[src/rtl/fifo_hex_uart_tx.sv]
// Pops 4-bit nibbles from the width-converting FIFO, maps each to an ASCII hex
// character and transmits it as an 8N1 UART frame (LSB first, idle high).
module fifo_hex_uart_tx #(
   parameter int CLKS_PER_BIT = 16,
   parameter int LOWERCASE    = 0
) (
   input  logic       clk,
   input  logic       reset,
   input  logic       enable,
   input  logic       empty,
   input  logic [3:0] r_data,
   output logic       rd,
   output logic       tx,
   output logic       busy,
   output logic       tx_done
);

   localparam int BW = $clog2(CLKS_PER_BIT);
   localparam logic [BW-1:0] LAST    = BW'(CLKS_PER_BIT - 1);
   localparam logic [BW-1:0] PRELAST = BW'(CLKS_PER_BIT - 2);

   typedef enum logic [1:0] {IDLE, START, DATA, STOP} state_t;

   state_t        state, state_n;
   logic [BW-1:0] baud, baud_n;
   logic [2:0]    bit_idx, bit_idx_n;
   logic [7:0]    shift, shift_n;
   logic          tx_n, busy_n, done_n;

   function automatic logic [7:0] to_ascii(input logic [3:0] n);
      if (n < 4'd10)
         return 8'h30 + {4'h0, n};
      else
         return ((LOWERCASE != 0) ? 8'h61 : 8'h41) + {4'h0, n} - 8'd10;
   endfunction

   assign rd = (state == IDLE) && enable && !empty;

   // Outputs are computed one cycle ahead so tx/busy/tx_done come straight from flops.
   always_comb begin
      state_n   = state;
      baud_n    = baud + BW'(1);
      bit_idx_n = bit_idx;
      shift_n   = shift;
      tx_n      = tx;
      done_n    = 1'b0;
      case (state)
         IDLE: begin
            baud_n = baud;
            tx_n   = 1'b1;
            if (rd) begin
               shift_n = to_ascii(r_data);
               state_n = START;
               baud_n  = '0;
               tx_n    = 1'b0;
            end
         end
         START: begin
            if (baud == LAST) begin
               state_n   = DATA;
               baud_n    = '0;
               bit_idx_n = '0;
               tx_n      = shift[0];
            end
         end
         DATA: begin
            if (baud == LAST) begin
               baud_n = '0;
               if (bit_idx == 3'd7) begin
                  state_n = STOP;
                  tx_n    = 1'b1;
               end else begin
                  shift_n   = shift >> 1;
                  bit_idx_n = bit_idx + 3'd1;
                  tx_n      = shift[1];
               end
            end
         end
         STOP: begin
            // Registered pulse lands in the final STOP cycle.
            if (baud == PRELAST)
               done_n = 1'b1;
            if (baud == LAST) begin
               state_n = IDLE;
               baud_n  = '0;
            end
         end
         default: begin
            state_n = IDLE;
            baud_n  = '0;
            tx_n    = 1'b1;
         end
      endcase
      busy_n = (state_n != IDLE);
   end

   always_ff @(posedge clk or negedge reset) begin
      if (!reset) begin
         state   <= IDLE;
         baud    <= '0;
         bit_idx <= '0;
         shift   <= '0;
         tx      <= 1'b1;
         busy    <= 1'b0;
         tx_done <= 1'b0;
      end else begin
         state   <= state_n;
         baud    <= baud_n;
         bit_idx <= bit_idx_n;
         shift   <= shift_n;
         tx      <= tx_n;
         busy    <= busy_n;
         tx_done <= done_n;
      end
   end

endmodule

[config.mk]
export PLATFORM = sky130hd
export DESIGN_NAME = fifo_hex_uart_tx
export DESIGN_NICKNAME = d
export VERILOG_FILES = /design/src/rtl/fifo_hex_uart_tx.sv
export SDC_FILE = /design/constraint.sdc
export NUM_CORES = 1
export LEC_CHECK = 0
export ABC_CLOCK_PERIOD_IN_PS = 3100
export BUFFER_PORTS_ARGS = -buffer_cell sky130_fd_sc_hd__buf_2
export CORE_MARGIN = 3
export CORE_UTILIZATION = 50
export CTS_BUF_LIST = sky130_fd_sc_hd__clkbuf_8
export DETAILED_ROUTE_END_ITERATION = 8
export PLACE_DENSITY = 0.71
export SYNTH_ARGS = -nofsm -noshare
export SYNTH_HDL_FRONTEND = slang
export SYNTH_SLANG_ARGS = --single-unit
[constraint.sdc]
create_clock -name clk -period 3.1 [get_ports clk]
set_clock_uncertainty 0.2 [all_clocks]
set_input_delay 0 -clock clk [delete_from_list [all_inputs] [get_ports clk]]
set_output_delay 0 -clock clk [all_outputs]
set_load 0.03 [all_outputs]
=== Word level (Yosys, flattened, before mapping) ===
Cells that the tools add are included.

* Bits in writable memories: 0
* Word-level logic and storage cells: 60
* Register bits after elaboration: 20
* Input bits: 8
* ROM bits: 0
* Output and inout port bits: 4
* Bits in latches: 0
* Memories kept: 0

* $mul: 0
* Divide/modulo/power cells: 0
* Reduce and logical (&&, ||, !) cells: 12
* Add/subtract/negate cells: 5
* Bitwise logic cells: 0
* Shifts and indexed selects: 0
* Mux-type cells: 25
* Magnitude comparators: 1
* Equal/unequal tests: 10

{| class="wikitable"
|+ Operators with widths
! kind !! number
|-
| $mux W8 || 4
|-
| $pmux W8 S2 || 1
|-
| $mux W2 || 5
|-
| $mux W3 || 3
|-
| $add A7 B4 Y8 const A || 1
|-
| $eq A4 B4 Y1 const B || 2
|-
| $mux W4 || 2
|-
| $ne A2 B2 Y1 const B || 4
|-
| $pmux W2 S4 || 1
|-
| $pmux W4 S2 || 1
|-
| $reduce_and A4 Y1 || 2
|-
| $sub A8 B4 Y8 const B || 1
|-
| $add A6 B4 Y7 const A || 1
|-
| $mux W1 || 6
|-
| $pmux W3 S2 || 1
|-
| $reduce_bool A2 Y1 || 3
|-
| $add A4 B1 Y4 const B || 1
|-
| $eq A2 B2 Y1 const B || 2
|-
| $lt A4 B4 Y1 const B || 1
|-
| $add A3 B1 Y3 const B || 1
|-
| $eq A3 B3 Y1 const B || 1
|-
| $pmux W1 S3 || 1
|-
| $reduce_and A3 Y1 || 1
|-
| $reduce_bool A3 Y1 || 1
|-
| 5 further kinds || 6
|}

=== Depth between registers and ports, before layout ===
* Word-level depth: 6
* Depth in mapped cells: 7
* Mapped depth without buffers: 7

=== Worst setup path before layout ===
Ideal clock, no wire load.

* Path type: reg2reg
* Start point: reg bit_idx[0]
* End point: reg shift[0]
* Cell stages (with the launch flop): 7
* Path slack: 0.997 ns
* Period minus slack after synthesis: 2.103 ns
* Data required time: 2.775 ns
* Buffers on the path: 1
* Data arrival time: 1.778 ns
* Setup time: 0.125 ns
* Cell sequence: dfrtp_1 -> ha_1 -> ha_1 -> clkdlybuf4s15_1 -> nand3b_4 -> a21oi_4 -> mux2_2

* Longest elaborated chain between the ends: 3

{| class="wikitable"
|+ Ends and longest elaborated chain
! item !! line !! source
|-
| start, declared || 26 || <nowiki>logic [2:0] bit_idx, bit_idx_n;</nowiki>
|-
| start signal, assigned || 109 || <nowiki>bit_idx <= bit_idx_n;</nowiki>
|-
| $eq A3 B3 Y1 || 69 || <nowiki>if (bit_idx == 3'd7) begin</nowiki>
|-
| $ne A2 B2 Y1 (no line) || -- ||
|-
| $reduce_and A4 Y1 (no line) || -- ||
|-
| end signal, assigned || 110 || <nowiki>shift <= shift_n;</nowiki>
|-
| end, declared || 27 || <nowiki>logic [7:0] shift, shift_n;</nowiki>
|}

Every way passes these cells.
A chain may end at the register's enable or synchronous reset.

=== Worst setup path in the final report ===
* Start point: reg state[0]
* End point: reg shift[2]

* Longest elaborated chain between the ends: 5
* Elaborated cells on any way between the ends: 10
* Classes of those cells: 4 x eq/ne; 1 x mux; 5 x reduce/logical

{| class="wikitable"
|+ Ends and longest elaborated chain
! item !! line !! source
|-
| start, declared || 24 || <nowiki>state_t state, state_n;</nowiki>
|-
| start signal, assigned || 107 || <nowiki>state <= state_n;</nowiki>
|-
| $logic_not A2 Y1 || 37, 47 ||
|-
| $logic_and A1 B1 Y1 (2 in a row) || 37 || <nowiki>assign rd = (state == IDLE) && enable && !empty;</nowiki>
|-
| $ne A2 B2 Y1 (no line) || -- ||
|-
| $reduce_and A4 Y1 (no line) || -- ||
|}

Parallel ways exist; a longest one is shown, timed or not.

==> impl_results.md <==
- Outcome: finished clean
- Combinational fraction of design power: 6.4%
- Drc violations: 0
- Top-area cell type share of the netlist area: 36.3%
- Post-synthesis mux area share: 6.24%
- Clk Tree Root Cell: clkbuf_8
- Seq pwr share: 56.1%
- TritonCTS clock tree: yes
- Synth area leaders: dfrtp_1 (36%), ha_1 (10%), o21ai_0 (6.0%)
- Total Power: 448 uW
- Pre-antenna DRT Iters: 5
- Power per cell area: 331 nW/um^2
- DP Worst Slack: 724 ps
- R2R Path Start: state[0]$_DFF_PN0_
- Clk_lat worst skew: 250 ps
- Antenna viol nets, final: 0
- Die H: 55.9 um
- Die width: 55.9 um
- Fmax: 0.419 GHz
- Area growth syn-to-layout: 9.06%
- Synth Area in Adders: 10.1%
- Port bufs: 11
- Worst EP required: 3040 ps
- # IOs: 12
- Final worst path period share: 77.0%
- Largest net degree at the start of global routing: 23
- Largest family of logic cells by synthesized area: compound AO/OA/AOI/OAI gates
- Wire per inst: 13.3 um
- Gr usage total: 16.0%
- Simple-gate area share of the yosys netlist: 15.4%
- Vias: 916
- Gpl congestion: 0.756
- Seq/Total Area, Yosys: 38.4%
- Final cell count without fillers: 168
- Floorplan row count: 17
- Startpoint types: register
- Post-Syn Instances: 128
- Leakage: 0.619 nW
- Share of cells above drive strength 1: 22.1%
- Crit Path Category: reg2reg
- Pint: 353 uW
- Setup violators final: 0
- Synth Area in Compound Gates: 21.9%
- Crit path arrival time: 2330 ps
- Final Max Tran Viols: 0
- Final core occ: 59.5%
- Maximum vdd drop: 310 uV
- Most frequent cells in the layout: dfrtp_1 (18), o21ai_0 (15), nand2_1 (13), a21oi_1 (11), buf_2 (11)
- DP HPWL: 1.71 mm
- Die area: 3120 sq um
- Vias in the first global route: 896
- Post-CTS Setup Inserts: 0
- Area after DPL: 1280 sq um
- Finished Cell Area: 1360 sq um
- Clk pwr share: 37.5%
- Ys flop type: dfrtp_1
- TritonCTS Buffers: 3
- Sinks on Clock Net: 19
- DP Cell Count: 161
- PostCTS Resize Cnt: 0
- Slew margin rel.: 51.9%
- Clk pin slew, worst setup/hold paths: 70 ps
- # nets final: 159
- FF+latch count, synth: 19
- Worst reg-to-reg path cell count: 5
- Internal reg-to-reg setup slack: 710 ps
- Switching share of power: 21.2%
- RSZ-0062 raised after global routing: no
- Setup crit end: shift[2]$_DFFE_PN0P_
- Slew @ Worst Pin: 721 ps
- Synth unique cells: 37
- Initial core utilization: 54.6%
- Final min period: 2390 ps
- CP Max Fanout: 22
- First-pass GRT wire length: 3.97 mm
- Mapped Nets: 146
- H-tree depth: 1
- Top cell type by total area after synthesis: dfrtp_1
- Initial DRC Count: 16
- TNS Setup: 0 ps
- Avg Inst Size Synth: 9.71 sq um
- CP startpoint: state[0]$_DFF_PN0_
- P_sw: 95.0 uW
- ANT cells: 0
- Mapped Area: 1240 sq um
- Most common cell after layout, fill and taps aside: dfrtp_1
- Total wire length: 2.24 mm
- GR Overflow Total: 0
- Yosys warning count: 0
- FFs w/ async S/R, synth: 100%
- Vias/cell: 5.45
- Final Hold Fails: 0
- Placeable Area: 2280 sq um
- Max clock buf depth: 2
- PnR worst setup slack: 712 ps
- Hold WS: 3.78 ps
- Max cap viols: 0
- XOR/XNOR Fraction of Synth Area: 0.705%
- Setup crit end kind: register
- RR Endpoint: shift[2]$_DFFE_PN0P_
- Initial antenna violation count: 0
- Hold Crit Class: in2async
- Post-synth EDFFs: 0
## worst max-delay path, cell delays in order (launching register included)
cell and delay, ps:
dfrtp_1 410, inv_1 120, ha_1 470, or2b_2 420, a21oi_4 280, mux2_2 370
## layer usage
metal | track usage, % | share of wire [%] | up-vias
li1 | - | - | 477
met1 | 21.6 | 50 | 421
met2 | 25.3 | 45 | 13
met3 | 4.18 | 3.5 | 5
met4 | 4.75 | 0.94 | 0
met5 | 0 | 0 | -
## layout make-up
class / count / area [sq um]
repair buffers: 14 / 85.1
inverters: 10 / 37.5
clock inverters: 1 / 5.00
clock buffers: 3 / 41.3
multi-input cells: 93 / 674
fillers: 201 / 921
flip-flops and latches: 19 / 477
well taps: 28 / 35.0
## sequential cells by signal (all words and copies together), names as in the netlist
signal / cells
busy: 1
bit_idx: 3
tx: 1
shift: 7
tx_done: 1
baud: 4
state: 2
## cell usage after synthesis (2+ instances only)
| master | number |
|---|---|
| a21o_1 | 2 |
| a21oi_1 | 11 |
| a22o_1 | 3 |
| buf_6 | 2 |
| clkbuf_1 | 2 |
| dfrtp_1 | 18 |
| ha_1 | 10 |
| inv_1 | 10 |
| mux2_2 | 6 |
| nand2_1 | 13 |
| nand3_1 | 3 |
| nor2_1 | 6 |
| o21ai_0 | 15 |
| o31ai_1 | 2 |
| or2b_2 | 3 |
## worst min-delay path by stage
stage	startpoint	endpoint	slack, ps	cells past startpoint
6_report	reset	shift[2]$_DFFE_PN0P_	4	2
5_1_grt	r_data[0]	shift[0]$_DFFE_PN0P_	30	4
4_1_cts	r_data[3]	shift[3]$_DFFE_PN0P_	3	3
3_5_place_dp	reset	bit_idx[1]$_DFFE_PN0P_	-240	1
3_3_place_gp	reset	bit_idx[2]$_DFFE_PN0P_	-240	1
2_1_floorplan	reset	baud[0]$_DFFE_PN0N_	-500	0
## power groups by stage
stage          Clock (mW)  Sequential (mW)  Combinational (mW)
4_1_cts             0.175            0.251              0.0292
3_5_place_dp            0            0.256              0.0263
3_3_place_gp            0            0.256              0.0251
2_1_floorplan           0            0.256              0.0119
5_1_grt             0.191            0.251              0.0323
6_report            0.168            0.251              0.0285
## cells by family (layout without fill, tap and decap cells)
group,after synthesis,in the layout
compound gates,42,42
mux,7,7
xor+xnor,1,1
buf+inv,16,28
simple gates,33,33
fa+ha+maj,10,10
flops,19,19
## timing repair
action / CTS / global route
hold endpoints to repair: 21 / 0
hold buffers: 3 / 0
setup endpoints to repair: 0 / 0
Note: power is estimated with default switching activity, not from simulation.
